--- config.mk ---
export PLATFORM = sky130hd
export DESIGN_NAME = e203_exu_muldiv_seq
export DESIGN_NICKNAME = d
export VERILOG_FILES = /design/src/rtl/e203_exu_muldiv_seq.sv
export SDC_FILE = /design/constraint.sdc
export NUM_CORES = 1
export LEC_CHECK = 0
export ABC_CLOCK_PERIOD_IN_PS = 8650
export CAP_MARGIN = 15
export CORE_MARGIN = 2
export CORE_UTILIZATION = 40
export DETAILED_ROUTE_END_ITERATION = 7
export PLACE_DENSITY_LB_ADDON = 0.2
export SETUP_SLACK_MARGIN = 0.5
export SLEW_MARGIN = 20
export SYNTH_ARGS = -nofsm -noshare
export SYNTH_HDL_FRONTEND = slang
export SYNTH_SLANG_ARGS = --single-unit
--- constraint.sdc ---
create_clock -name clk -period 8.65 [get_ports clk]
set_clock_uncertainty 0.1 [all_clocks]
set_input_delay 1.73 -clock clk [delete_from_list [all_inputs] [get_ports clk]]
set_output_delay 1.73 -clock clk [all_outputs]
set_load 0.1 [all_outputs]
--- src/rtl/e203_exu_muldiv_seq.sv ---
// Iterative RV32M multiply/divide sequencer driving the shared ALU adder and
// the two 33-bit shared state buffers that live in the datapath.
module e203_exu_muldiv_seq #(
  parameter int XLEN    = 32,
  parameter int ADDER_W = 35
) (
  input  logic               clk,
  input  logic               rst,
  input  logic               i_valid,
  output logic               i_ready,
  input  logic [2:0]         i_op,
  input  logic [XLEN-1:0]    i_rs1,
  input  logic [XLEN-1:0]    i_rs2,
  input  logic               flush,
  output logic               o_valid,
  input  logic               o_ready,
  output logic [XLEN-1:0]    o_wbck_wdat,
  output logic               busy,
  output logic               muldiv_req_alu,
  output logic [ADDER_W-1:0] muldiv_req_alu_op1,
  output logic [ADDER_W-1:0] muldiv_req_alu_op2,
  output logic               muldiv_req_alu_add,
  output logic               muldiv_req_alu_sub,
  input  logic [ADDER_W-1:0] muldiv_req_alu_res,
  output logic               muldiv_sbf_0_ena,
  output logic [XLEN:0]      muldiv_sbf_0_nxt,
  input  logic [XLEN:0]      muldiv_sbf_0_r,
  output logic               muldiv_sbf_1_ena,
  output logic [XLEN:0]      muldiv_sbf_1_nxt,
  input  logic [XLEN:0]      muldiv_sbf_1_r
);

  typedef enum logic [2:0] {IDLE, EXEC, QCORR, RCORR, DONE} state_t;

  localparam logic [5:0] LAST_ITER = 6'(XLEN);

  state_t            state_q, state_d;
  logic [5:0]        cnt_q;
  logic [2:0]        op_q;
  logic [XLEN:0]     opa_q;
  logic              neg_q;
  logic [XLEN-1:0]   res_q;

  logic              accept;
  logic              in_div, in_sdiv, in_rem;
  logic              rs1_sgn_mul, rs2_sgn_mul;
  logic              rs1_neg, rs2_neg;
  logic [XLEN-1:0]   rs1_abs, rs2_abs;
  logic              div_by_zero, div_ovf, special;
  logic [XLEN-1:0]   special_res;
  logic [XLEN:0]     corr_val;
  logic              res_load;
  logic [XLEN-1:0]   res_nxt;

  assign i_ready     = (state_q == IDLE) & ~flush;
  assign accept      = i_valid & i_ready & ~rst;
  assign busy        = (state_q != IDLE);
  assign o_valid     = (state_q == DONE);
  assign o_wbck_wdat = o_valid ? res_q : '0;

  // Request decode; division works on magnitudes and fixes signs at the end
  assign in_div      = i_op[2];
  assign in_sdiv     = ~i_op[0];
  assign in_rem      = i_op[1];
  assign rs1_sgn_mul = i_op[0] ^ i_op[1];
  assign rs2_sgn_mul = (i_op[1:0] == 2'b01);
  assign rs1_neg     = in_sdiv & i_rs1[XLEN-1];
  assign rs2_neg     = in_sdiv & i_rs2[XLEN-1];
  assign rs1_abs     = rs1_neg ? (~i_rs1 + 1'b1) : i_rs1;
  assign rs2_abs     = rs2_neg ? (~i_rs2 + 1'b1) : i_rs2;
  assign div_by_zero = (i_rs2 == '0);
  assign div_ovf     = in_sdiv & (i_rs1 == {1'b1, {(XLEN-1){1'b0}}}) & (i_rs2 == '1);
  assign special     = in_div & (div_by_zero | div_ovf);
  // Overflow quotient equals the dividend itself (most negative value)
  assign special_res = div_by_zero ? (in_rem ? i_rs1 : '1) : (in_rem ? '0 : i_rs1);
  assign corr_val    = op_q[1] ? muldiv_sbf_0_r : muldiv_sbf_1_r;

  always_comb begin
    state_d            = state_q;
    muldiv_req_alu     = 1'b0;
    muldiv_req_alu_op1 = '0;
    muldiv_req_alu_op2 = '0;
    muldiv_req_alu_add = 1'b0;
    muldiv_req_alu_sub = 1'b0;
    muldiv_sbf_0_ena   = 1'b0;
    muldiv_sbf_0_nxt   = '0;
    muldiv_sbf_1_ena   = 1'b0;
    muldiv_sbf_1_nxt   = '0;
    res_load           = 1'b0;
    res_nxt            = '0;
    case (state_q)
      IDLE: begin
        if (accept) begin
          muldiv_sbf_0_ena = 1'b1;
          muldiv_sbf_1_ena = 1'b1;
          muldiv_sbf_1_nxt = in_div ? {1'b0, rs1_abs} : {rs2_sgn_mul & i_rs2[XLEN-1], i_rs2};
          if (special) begin
            state_d  = DONE;
            res_load = 1'b1;
            res_nxt  = special_res;
          end else begin
            state_d = EXEC;
          end
        end
      end
      EXEC: begin
        muldiv_req_alu   = 1'b1;
        muldiv_sbf_0_ena = 1'b1;
        muldiv_sbf_1_ena = 1'b1;
        if (op_q[2]) begin
          // Non-restoring step: shift {R,Q} left, subtract if R>=0 else add
          muldiv_req_alu_op1 = {muldiv_sbf_0_r[XLEN], muldiv_sbf_0_r, muldiv_sbf_1_r[XLEN]};
          muldiv_req_alu_op2 = {2'b00, opa_q};
          muldiv_req_alu_sub = ~muldiv_sbf_0_r[XLEN];
          muldiv_req_alu_add = muldiv_sbf_0_r[XLEN];
          muldiv_sbf_0_nxt   = muldiv_req_alu_res[XLEN:0];
          muldiv_sbf_1_nxt   = {muldiv_sbf_1_r[XLEN-1:0], ~muldiv_req_alu_res[ADDER_W-1]};
        end else begin
          // Shift-add; the final step weights the multiplier sign bit negatively
          muldiv_req_alu_op1 = {{2{muldiv_sbf_0_r[XLEN]}}, muldiv_sbf_0_r};
          muldiv_req_alu_op2 = muldiv_sbf_1_r[0] ? {{2{opa_q[XLEN]}}, opa_q} : '0;
          if ((cnt_q == LAST_ITER) && muldiv_sbf_1_r[0]) muldiv_req_alu_sub = 1'b1;
          else                                           muldiv_req_alu_add = 1'b1;
          muldiv_sbf_0_nxt = muldiv_req_alu_res[XLEN+1:1];
          muldiv_sbf_1_nxt = {muldiv_req_alu_res[0], muldiv_sbf_1_r[XLEN:1]};
        end
        if (cnt_q == LAST_ITER) begin
          if (op_q[2]) begin
            state_d = QCORR;
          end else begin
            state_d  = DONE;
            res_load = 1'b1;
            res_nxt  = (op_q[1:0] == 2'b00) ? muldiv_sbf_1_r[XLEN:1]
                                            : muldiv_req_alu_res[XLEN-1:0];
          end
        end
      end
      QCORR: begin
        // Bring a negative partial remainder back into [0, divisor)
        muldiv_req_alu     = 1'b1;
        muldiv_req_alu_add = 1'b1;
        muldiv_req_alu_op1 = {{2{muldiv_sbf_0_r[XLEN]}}, muldiv_sbf_0_r};
        muldiv_req_alu_op2 = muldiv_sbf_0_r[XLEN] ? {2'b00, opa_q} : '0;
        muldiv_sbf_0_ena   = 1'b1;
        muldiv_sbf_0_nxt   = muldiv_req_alu_res[XLEN:0];
        state_d            = RCORR;
      end
      RCORR: begin
        muldiv_req_alu = 1'b1;
        if (neg_q) begin
          muldiv_req_alu_sub = 1'b1;
          muldiv_req_alu_op2 = {2'b00, corr_val};
        end else begin
          muldiv_req_alu_add = 1'b1;
          muldiv_req_alu_op1 = {2'b00, corr_val};
        end
        res_load = 1'b1;
        res_nxt  = muldiv_req_alu_res[XLEN-1:0];
        state_d  = DONE;
      end
      DONE: begin
        if (o_ready) state_d = IDLE;
      end
      default: state_d = IDLE;
    endcase
    if (flush) state_d = IDLE;
  end

  always_ff @(posedge clk) begin
    if (rst) begin
      state_q <= IDLE;
      cnt_q   <= '0;
      op_q    <= '0;
      opa_q   <= '0;
      neg_q   <= 1'b0;
      res_q   <= '0;
    end else begin
      state_q <= state_d;
      if (accept) begin
        op_q  <= i_op;
        opa_q <= in_div ? {1'b0, rs2_abs} : {rs1_sgn_mul & i_rs1[XLEN-1], i_rs1};
        neg_q <= in_rem ? rs1_neg : (rs1_neg ^ rs2_neg);
        cnt_q <= '0;
      end else if (state_q == EXEC) begin
        cnt_q <= cnt_q + 6'd1;
      end
      if (res_load) res_q <= res_nxt;
    end
  end

endmodule

==> key figures <==
Run status
  – Run status: complete, but fails checks
  – Failing checks: DRC

STA
  – F_max: 141 MHz
  – Hold Fails Final Rpt: 0
  – Post-layout min period: 7.07 ns
  – Setup TNS: 0 ns
  – Fin. max-slew vios: 0
  – Setup violators final: 0
  – Slew HR: 0.256
  – RSZ-0062 raised after global routing: no
  – Worst-margin pin slew: 1.11 ns
  – Period utilization: 0.817
  – Hold slack: 0.357 ns

Drt
  – Final ANT Viol Nets: 0
  – Vias: 10746
  – Vias per cell: 6.39
  – DRT iter0 DRCs: 1151
  – DRT Pass-1 Iters: 8
  – Drt wl/cell: 25.5 um
  – Post-Route WL: 42.9 mm
  – DRC errors left: 3

Power and ir drop
  – Power density cells: 113 nW/um^2
  – Static leakage: 4.49 nW
  – Peak supply drop: 0.0000947 V

Setup path
  – Crit-path max FO: 7
  – RR Endpoint: res_q[0]
  – Critical setup path kind: in2out
  – Worst Path Arrival: 5.24 ns
  – Reg2reg start: state_q[1]
  – WP data required: 6.82 ns
  – R2R depth: 7
  – R2r setup slk: 5.18 ns
  – CP endpoint kind: output port
  – Critical path launch point type: input pin

Floorplanning
  – Die Ht: 150 um
  – Die area: 22400 um^2
  – Boundary pin count: 349
  – Core outline area: 20900 um^2
  – Num rows: 53
  – Initial Util: 0.406
  – Die W: 150 um

CTS
  – Clock Tree Buf Depth: 2
  – Clock sink total: 78
  – Root Driver: clkbuf_16
  – CTS H-Tree Depth: 3
  – Cts hold-fix bufs: 0
  – Clock-pin transition on the worst setup and hold timing paths: 0.06 ns
  – CTS Buf Count: 9
  – Worst skew pair latency: 0.35 ns
  – CTS tree: done
  – Post-CTS setup buffers: 0
  – Post-CTS sizing: 0

Placed design
  – IO buf count: 348
  – Hpwl dp: 32.0 mm
  – Routability cong.: 0.948

Hold path
  – Hold Crit Start: opa_q[22]
  – Hold Path Depth: 2
  – Hold EP: opa_q[22]
  – Worst hold path type: reg2reg

Yosys
  – Cell area after technology mapping: 8480 um^2
  – Mean area per synthesized cell: 7.43 um^2
  – Synthesized netlist net count: 1320
  – Synth Instances: 1141
  – Yosys warning count: 0
  – Synth unique cells: 65
  – Post-synth EDFFs: 0
  – Register area share after synthesis: 0.184
  – Ys flop type: dfxtp_1
  – Number of synthesized register bits: 78
  – Asr flop ratio synth: 0

Cells and area
  – Nets: 1582
  – Commonest cells after routing, fill and taps aside: clkdlybuf4s50_1 (327), nand2_1 (93), nor2_1 (82), dfxtp_1 (76), mux2i_1 (69)
  – Layout cells sized above 1: 0.0859
  – Commonest non-fill, non-tap cell in the layout: clkdlybuf4s50_1
  – Filler cells: 2026
  – Layout Utilization: 0.587
  – # diodes: 0
  – Area Overhead vs Synth: 44.7%

Flow run
  – Max_cap viols: 0

Global routing
  – Global route overflow: 0
  – Largest net degree at the start of global routing: 70
  – Vias in the first global route: 10328
  – Global Route Usage Sum: 0.366
  – Antenna violations before repair: 1
  – Global-route wire length before repair: 62.4 mm
-- state kept, by name, indices dropped and copies added (netlist names) --
| name | flops |
|---|---|
| neg_q | 1 |
| state_q | 3 |
| op_q | 3 |
| cnt_q | 6 |
| res_q | 32 |
| opa_q | 33 |
-- synthesized netlist by cell type, types with 33 or more instances --
library cell   n  area (um^2)
a211oi_1      47          353
a21oi_1       57          285
a22o_1        68          596
a31oi_1       42          263
and3_1        38          238
clkbuf_1      99          372
dfxtp_1       78         1560
inv_1         45          169
mux2i_1       69          691
nand2_1       93          349
nand2b_1      33          206
nor2_1        83          312
o21ai_0       68          340
xor2_1        37          324
-- routing by layer --
| metal | up-vias | wire, um | part of all wire | track usage |
|---|---|---|---|---|
| li1 | 4853 | - | - | - |
| met1 | 5092 | 16400 | 0.38 | 0.446 |
| met2 | 662 | 20100 | 0.47 | 0.605 |
| met3 | 139 | 3970 | 0.092 | 0.0750 |
| met4 | 0 | 2460 | 0.057 | 0.195 |
| met5 | - | 0 | 0 | 0 |
-- report_power, final --
part | internal, mW | switching (mW)
Sequential | 0.370 | 0.00879
Clock | 0.228 | 0.181
Combinational | 0.187 | 0.414
Total | 0.785 | 0.603
-- how the worst max path moves through the flow --
stage,from,to,slack (ns),cells after the start
2_1_floorplan,flush,muldiv_sbf_1_nxt[19],0.26,6
3_3_place_gp,i_rs1[3],muldiv_sbf_1_nxt[11],1.63,8
3_5_place_dp,i_rs1[3],muldiv_sbf_1_nxt[11],1.62,8
4_1_cts,i_rs1[3],muldiv_sbf_1_nxt[11],1.60,8
5_1_grt,i_rs1[3],muldiv_sbf_1_nxt[11],1.36,8
6_report,i_rs1[3],muldiv_sbf_1_nxt[11],1.58,8
-- critical path, stage by stage --
cell and delay, ns:
clkdlybuf4s50_1 0.53, or4_1 0.67, nor4_2 0.46, a21oi_1 0.14
xor2_1 0.16, mux2i_1 0.09, o22ai_1 0.25, clkdlybuf4s50_1 1.20
-- per-stage QoR --
| stage | instances | total power [mW] | area [um^2] | worst slack [ns] |
|---|---|---|---|---|
| 3_5_place_dp | 1667 | 0.979 | 12000 | 1.62 |
| 5_1_grt | 1683 | 1.43 | 12300 | 1.36 |
| 2_1_floorplan | 1141 | 0.746 | 8490 | 0.257 |
| 6_report | 1683 | 1.39 | 12300 | 1.58 |
| 4_1_cts | 1683 | 1.38 | 12300 | 1.60 |
| 3_3_place_gp | 1667 | 0.979 | 12000 | 1.63 |
-- logic make-up after synthesis --
kind of cell,count (synthesis),share of synthesized area
AO/OA/AOI/OAI,417,0.369
XOR/XNOR,62,0.0641
adder cells (fa/ha/maj),6,0.00886
buffers and inverters,165,0.0803
flip-flops,78,0.184
multiplexers,73,0.0868
AND/OR/NAND/NOR,340,0.207
-- final cells by class --
class | count | area, um^2 | area share
Multi-Input combinational cell | 898 | 6280 | 0.512
Timing Repair Buffer | 371 | 3600 | 0.293
Sequential cell | 78 | 1560 | 0.128
Tap cell | 275 | 344 | 0.0281
Clock buffer | 9 | 225 | 0.0184
Inverter | 45 | 169 | 0.0138
Clock inverter | 7 | 80.1 | 0.00653
Note: power is estimated with default switching activity, not from simulation.
